===== src/rtl/sr_flag_arbiter.sv =====
// Round-robin arbiter that shares one clocked S-R latch (a status flag) between
// N_REQ requesters, sequencing set/clear pulses and checking the Q/Q' feedback.
module sr_flag_arbiter #(
   parameter int N_REQ      = 4,
   parameter int PULSE_LEN  = 2,
   parameter int SETTLE_LEN = 1
) (
   input  logic                     i_clk,
   input  logic                     i_rst_n,
   input  logic [N_REQ-1:0]         i_req_valid,
   input  logic [N_REQ-1:0]         i_req_op,
   output logic [N_REQ-1:0]         o_req_ready,
   output logic                     o_s_out,
   output logic                     o_r_out,
   output logic                     o_en_out,
   input  logic                     i_q_in,
   input  logic                     i_q_prim_in,
   output logic [$clog2(N_REQ)-1:0] o_grant_id,
   output logic                     o_busy,
   output logic                     o_err,
   output logic [1:0]               o_state
);

   localparam int GW   = $clog2(N_REQ);
   localparam int MAXL = (PULSE_LEN > SETTLE_LEN) ? PULSE_LEN : SETTLE_LEN;
   localparam int CW   = $clog2(MAXL + 1);

   // Handshake: a requester holds valid/op until it sees its one-cycle ready
   // pulse; op is sampled only at the grant edge, and a valid dropped after the
   // grant still completes with a ready pulse.
   typedef enum logic [1:0] {
      ST_IDLE   = 2'd0,
      ST_DRIVE  = 2'd1,
      ST_SETTLE = 2'd2,
      ST_ACK    = 2'd3
   } state_t;

   state_t           r_state;
   state_t           w_state_nxt;
   logic [CW-1:0]    r_cnt;
   logic [CW-1:0]    w_cnt_nxt;
   logic [GW-1:0]    r_grant;
   logic [GW-1:0]    w_grant_nxt;
   logic [GW-1:0]    r_rr;
   logic [GW-1:0]    w_rr_nxt;
   logic [GW-1:0]    w_idx;
   logic [GW-1:0]    w_pick;
   logic             w_found;
   logic             r_op;
   logic             w_op_nxt;
   logic             r_err;
   logic             w_err_nxt;
   logic             w_fb_bad;
   logic             r_s;
   logic             r_r;
   logic             r_en;
   logic             r_busy;
   logic [N_REQ-1:0] r_ready;
   logic [N_REQ-1:0] w_ready_nxt;

   // First valid requester at or after the round-robin pointer, with wrap.
   always_comb begin
      w_found = 1'b0;
      w_pick  = r_rr;
      w_idx   = '0;
      for (int i = 0; i < N_REQ; i++) begin
         w_idx = GW'((int'(r_rr) + i) % N_REQ);
         if (!w_found && i_req_valid[w_idx]) begin
            w_found = 1'b1;
            w_pick  = w_idx;
         end
      end
   end

   // Latch must read back the written value with complementary outputs.
   assign w_fb_bad = (i_q_in != r_op) || (i_q_in == i_q_prim_in);

   always_comb begin
      w_state_nxt = r_state;
      w_cnt_nxt   = r_cnt;
      w_grant_nxt = r_grant;
      w_op_nxt    = r_op;
      w_rr_nxt    = r_rr;
      w_err_nxt   = r_err;
      case (r_state)
         ST_IDLE: begin
            if (w_found) begin
               w_grant_nxt = w_pick;
               w_op_nxt    = i_req_op[w_pick];
               w_cnt_nxt   = '0;
               w_state_nxt = ST_DRIVE;
            end
         end
         ST_DRIVE: begin
            if (int'(r_cnt) == PULSE_LEN - 1) begin
               w_cnt_nxt   = '0;
               w_state_nxt = (SETTLE_LEN == 0) ? ST_ACK : ST_SETTLE;
            end else begin
               w_cnt_nxt = r_cnt + CW'(1);
            end
         end
         ST_SETTLE: begin
            if (int'(r_cnt) == SETTLE_LEN - 1) begin
               w_cnt_nxt   = '0;
               w_state_nxt = ST_ACK;
            end else begin
               w_cnt_nxt = r_cnt + CW'(1);
            end
         end
         ST_ACK: begin
            w_err_nxt   = r_err | w_fb_bad;
            w_rr_nxt    = (r_grant == GW'(N_REQ - 1)) ? '0 : r_grant + GW'(1);
            w_state_nxt = ST_IDLE;
         end
         default: begin
            w_state_nxt = ST_IDLE;
         end
      endcase
   end

   always_comb begin
      w_ready_nxt = '0;
      if (w_state_nxt == ST_ACK) begin
         w_ready_nxt[w_grant_nxt] = 1'b1;
      end
   end

   // Outputs are registered from the next state so they line up with r_state.
   always_ff @(posedge i_clk or negedge i_rst_n) begin
      if (!i_rst_n) begin
         r_state <= ST_IDLE;
         r_cnt   <= '0;
         r_grant <= '0;
         r_rr    <= '0;
         r_op    <= 1'b0;
         r_err   <= 1'b0;
         r_s     <= 1'b0;
         r_r     <= 1'b0;
         r_en    <= 1'b0;
         r_busy  <= 1'b0;
         r_ready <= '0;
      end else begin
         r_state <= w_state_nxt;
         r_cnt   <= w_cnt_nxt;
         r_grant <= w_grant_nxt;
         r_rr    <= w_rr_nxt;
         r_op    <= w_op_nxt;
         r_err   <= w_err_nxt;
         r_s     <= (w_state_nxt == ST_DRIVE) && w_op_nxt;
         r_r     <= (w_state_nxt == ST_DRIVE) && !w_op_nxt;
         r_en    <= (w_state_nxt == ST_DRIVE);
         r_busy  <= (w_state_nxt != ST_IDLE);
         r_ready <= w_ready_nxt;
      end
   end

   assign o_req_ready = r_ready;
   assign o_s_out     = r_s;
   assign o_r_out     = r_r;
   assign o_en_out    = r_en;
   assign o_grant_id  = r_grant;
   assign o_busy      = r_busy;
   assign o_err       = r_err;
   assign o_state     = r_state;

endmodule

===== config.mk =====
export PLATFORM = sky130hd
export DESIGN_NAME = sr_flag_arbiter
export DESIGN_NICKNAME = d
export VERILOG_FILES = /design/src/rtl/sr_flag_arbiter.sv
export SDC_FILE = /design/constraint.sdc
export NUM_CORES = 1
export LEC_CHECK = 0
export ABC_AREA = 1
export BUFFER_PORTS_ARGS = -buffer_cell sky130_fd_sc_hd__buf_4
export CORE_ASPECT_RATIO = 0.9
export CORE_MARGIN = 2
export CORE_UTILIZATION = 50
export CTS_CLUSTER_DIAMETER = 30
export CTS_CLUSTER_SIZE = 25
export DETAILED_ROUTE_END_ITERATION = 12
export GPL_TIMING_DRIVEN = 0
export PLACE_DENSITY = 0.81
export SYNTH_ARGS = -nofsm -noshare
export SYNTH_HDL_FRONTEND = slang
export SYNTH_SLANG_ARGS = --single-unit

===== constraint.sdc =====
create_clock -name i_clk -period 4.4 [get_ports i_clk]
set_input_delay 1.32 -clock i_clk [delete_from_list [all_inputs] [get_ports i_clk]]
set_output_delay 1.32 -clock i_clk [all_outputs]
set_load 0.05 [all_outputs]

== After elaboration in Yosys (flattened, before gate mapping) ==
Index checks and enable logic that the tools add are counted.
Widths: inputs -> output; s select.
Operators by class
  reduce and logical (&&, ||, !) cells: 16
  add/sub/neg operators: 5
  mux-type cells: 33
  order comparisons: 7
  equal/unequal tests: 10
  bitwise gates (word level): 1
Operators by type and width (number)
  $mux 2: 12
  $lt 2x3->1 const B: 6
  $mux 1: 12
  $bmux 1 s2: 5
  $eq 2x2->1 const B: 5
  $pmux 2 s4: 1
  $add 2x1->2 const B: 3
  $logic_and 1x1->1: 6
  $pmux 2 s3: 1
  $add 2x2->2 const B: 2
  $eq 2x1->1 const B: 2
  $logic_not 1->1: 4
  $logic_not 2->1: 2
  $mux 4: 1
  $reduce_bool 3->1: 1
  $demux 1 s2: 1
  $ge 2x1->1 const B: 1
  $ne 2x2->1 const B: 1
  $reduce_and 2->1: 1
  $reduce_bool 2->1: 1
  $eq 1x1->1: 1
  $logic_or 1x1->1: 1
  $ne 1x1->1: 1
  $or 1x1->1: 1
Word-level totals
  bits in registers: 18
  input port bits: 12
  logic and storage cells: 83

== Logic depth before layout (Yosys ltp) ==
  depth after elaboration: 19
  depth in mapped cells: 16

== Worst setup path before layout ==
OpenSTA, ideal clock, no wires.
  path type: input -> register
  start: input i_req_valid[1]
  end: register r_op
  arrival: 2.309 ns
  stages on the path: 12
  setup time: 0.116 ns
  path buffers: 0
  setup slack: 1.975 ns
  path through: nand2_1 -> nand3_1 -> nand2_1 -> nand4_1 -> nand2_2 -> nand2_2 -> nand2_1 -> nand2_1 -> nand2_1 -> nand3_1 -> nand2_1 -> inv_1
Between the ends
  word-level cells in the longest chain between the ends: 16
  elaborated cells on any way between the ends: 25
  classes of those cells: mux (19); reduce/logical (6)
Ends and longest elaborated chain
  start: declaration: line 10  | input logic [N_REQ-1:0] i_req_valid,
  $bmux 1 s2: line 68  | if (!w_found && i_req_valid[w_idx]) begin
  $mux 1 (not written as such): line 68
  $mux 1: line 68
  $logic_not 1->1: line 68
  $logic_and 1x1->1: line 68
  $mux 1: line 68
  $logic_not 1->1: line 68
  $logic_and 1x1->1: line 68
  $mux 1: line 68
  $logic_not 1->1: line 68
  $logic_and 1x1->1: line 68
  $mux 2: line 68
  $bmux 1 s2: line 89  | w_op_nxt = i_req_op[w_pick];
  $mux 1 (not written as such): line 89
  $mux 1 *: line 87  | if (w_found) begin
  $mux 1 *: line 85  | case (r_state)
  via w_op_nxt: line 50  | logic w_op_nxt;
  end signal: assignment: line 147  | r_op <= w_op_nxt;
  end: declaration: line 49  | logic r_op;
The timed path passes the listed nets; every way through them passes the cells marked *. The select of a mux whose other input is x is not followed.
A chain may end at the register's enable or synchronous reset.

== Worst setup path after layout ==
  start: input i_req_valid[3]
  end: register r_op
The elaborated chain is that of the path after synthesis.

==> flow_metrics.py <==
metrics = {
    "grt": {
        "grt_pass1_vias": 1025,
        "grt_pass1_wl_mm": 4.333,
        "overflow": 0,
        "grt_max_degree": 19,
        "track_usage_pct": 19.12,
        "antenna_found_initial": 0,
    },
    "place": {
        "hpwl_mm": 2.034,
        "gp_congestion": 0.8499,
        "dp.cells": 221,
        "port_buffers": 24,
    },
    "synthesis": {
        "yosysWarningCount": 0,
        "synth_cells": 169,
        "synth-seq-area-share_pct": 36.59,
        "synth.net_count": 191,
        "synth_seq_cells": 18,
        "synth.cell_area_um2": 1231,
        "ys_types": 23,
        "syn_avg_cell_area_um2": 7.285,
    },
    "power_and_ir_drop": {
        "cellPowerDensity_nw_per_um2": 787.6,
        "ir_drop_uv": 500.2,
        "p_leak_uw": 0.0008307,
    },
    "final_layout": {
        "final_util_pct": 61.69,
        "nFillCells": 229,
        "multi_input_area_um2": 680.7,
        "layout_common_cells": "64 x nand2_1, 24 x buf_4, 20 x inv_1",
        "final_common_cell": "nand2_1",
        "regArea_um2": 450.4,
        "drive_gt1_share_pct": 24.37,
        "layout.cells.non_filler": 225,
        "antennaDiodeCount": 0,
        "syn2layout_area_growth_pct": 20.43,
        "nNetsFinal": 220,
    },
    "clocking": {
        "tritoncts": "done",
        "post_cts_resized": 0,
        "htreeDepth": 1,
        "path_clk_slew_ns": 0.09,
        "cts-root-buf": "clkbuf_4",
        "clock_latency_ns": 0.29,
        "clock_sinks": 18,
        "post_cts_buffers": 0,
        "cts_buffers": 3,
        "cts_hold_buf": 0,
        "cts_buffer_depth": 2,
    },
    "min_path": {
        "hp-class": "register to register",
        "hold_depth": 1,
    },
    "drt": {
        "vias": 1143,
        "drt_iter0_drc": 45,
        "remaining_drc_errors": 0,
        "first_pass_iters": 4,
        "wl_met2_mm": 1.316,
        "antenna_left": 0,
        "wire_per_inst_um": 11.34,
        "route.met3.wl_um": 80,
        "routed_wirelength_mm": 2.552,
        "top_layer": "met4",
        "met1Wirelength_mm": 1.123,
        "avgViaCountPerCell": 5.080,
    },
    "critical_path": {
        "path_class": "input port to register",
        "crit_chain": "buf_4 > nand2_1 > nand3_1 > nand2_1 > nand4_1 > nand2_2 > nand2_2 > nand2_1 > nand2_1 > nand2_1 > nand3_1 > nand2_1 > inv_1",
        "cp_data_required_time_ns": 4.59,
        "slowest_stage": "nand4_1",
        "end_kind": "register",
        "cp-start-kind": "input port",
        "crit_path_max_fanout": 4,
        "arrival_ns": 2.66,
        "r2r_cells": 14,
        "max_stage_delay_ns": 0.21,
        "crit_top_cell": "nand2_1",
    },
    "timing": {
        "rsz0062_at_grt": "false",
        "slew_viol_final": 0,
        "hold_viol": 0,
        "relSlewSlack_pct": 83.81,
        "tightest_slew_ns": 0.2429,
        "min_period_ns": 2.469,
        "max_freq_mhz": 405.1,
        "fin_setup_tns_ns": 0,
        "fin_crit_sh_pct": 56.10,
        "finalSetupViolCount": 0,
        "fin_worst_skew_ns": 0.005253,
    },
    "floorplanning": {
        "coreArea_um2": 2404,
        "dieArea_um2": 2876,
        "initial_utilization_pct": 51.22,
        "dieHeight_um": 51.08,
        "placement_rows": 17,
        "io-pin-count": 25,
        "chipWidth_um": 56.31,
    },
    "outcome": {
        "status": "completed",
    },
    "job": {
        "cap_violations": 0,
    },
}
-- metrics by stage --
stage               power, µW  cell area (µm²)  worst slack [ns]  hold WS, ns
floorplan               879.6             1231             1.975       0.5470
global placement         1035             1446             1.707       0.4525
detailed placement       1067             1446             1.639       0.4645
CTS                      1172             1483             1.959       0.4877
global route             1276             1483             1.760       0.5199
finish                   1168             1483             1.931       0.4797
-- per-layer routing --
metal  track usage, %  vias up
met3            2.532        4
li1                 -      588
met4            7.540        0
met2            36.08       19
met1            21.97      532
met5                0        -
-- sequential cells by signal (all words and copies together), names as in the netlist --
name,count
r_rr,2
o_grant_id,2
o_req_ready,4
o_en_out,1
r_cnt,2
r_op,1
o_busy,1
o_r_out,1
o_err,1
o_state,2
o_s_out,1
-- layout make-up --
class / count / area share (%)
well taps: 28 / 2.363
repair buffers: 24 / 12.15
inverters: 23 / 5.992
multi-input cells: 127 / 45.91
clock buffers: 4 / 2.447
flip-flops and latches: 18 / 30.38
plain buffers: 1 / 0.7595
-- final timing paths --
kind                                 from          to  slack (ns)
max                        i_req_valid[3]        r_op        1.93
min                                 o_err       o_err        0.48
max reg2reg                       r_rr[1]        r_op        2.45
min reg2reg                         o_err       o_err        0.48
max in group asynchronous         i_rst_n     o_s_out        3.33
min in group asynchronous         i_rst_n  o_state[1]        0.88
-- critical path: cells and delay by family --
| family | cells | cell delay [ns] |
|---|---|---|
| buffers and inverters | 2 | 0.17 |
| AND/OR/NAND/NOR | 11 | 1.16 |
-- logic make-up (layout without fill, tap and decap cells) --
kind of cell,Yosys count,after routing,share of synthesized area (%)
compound gates,16,16,8.435
simple gates,101,101,36.69
buf+inv,24,52,8.130
flops,18,18,36.59
fa+ha+maj,10,10,10.16
-- power by group --
group          internal (µW)  switching, µW
Sequential               226           46.2
Clock                   50.4           49.2
Combinational            247            549
-- cells in the mapped netlist (all sizes together) --
master	n	area share (%)
nand3	14	5.7
a31o	1	0.71
nand2	72	24
a21o	1	0.61
o211ai	1	0.61
nand3b	2	1.2
nand4	2	1.0
nor2	10	4.7
dfrtp	18	37
o21ai	11	5.4
a21oi	1	0.41
inv	23	7.2
ha	10	10
a22o	1	0.71
or2	1	0.51
buf	1	0.91
Note: power is estimated with default switching activity, not from simulation.
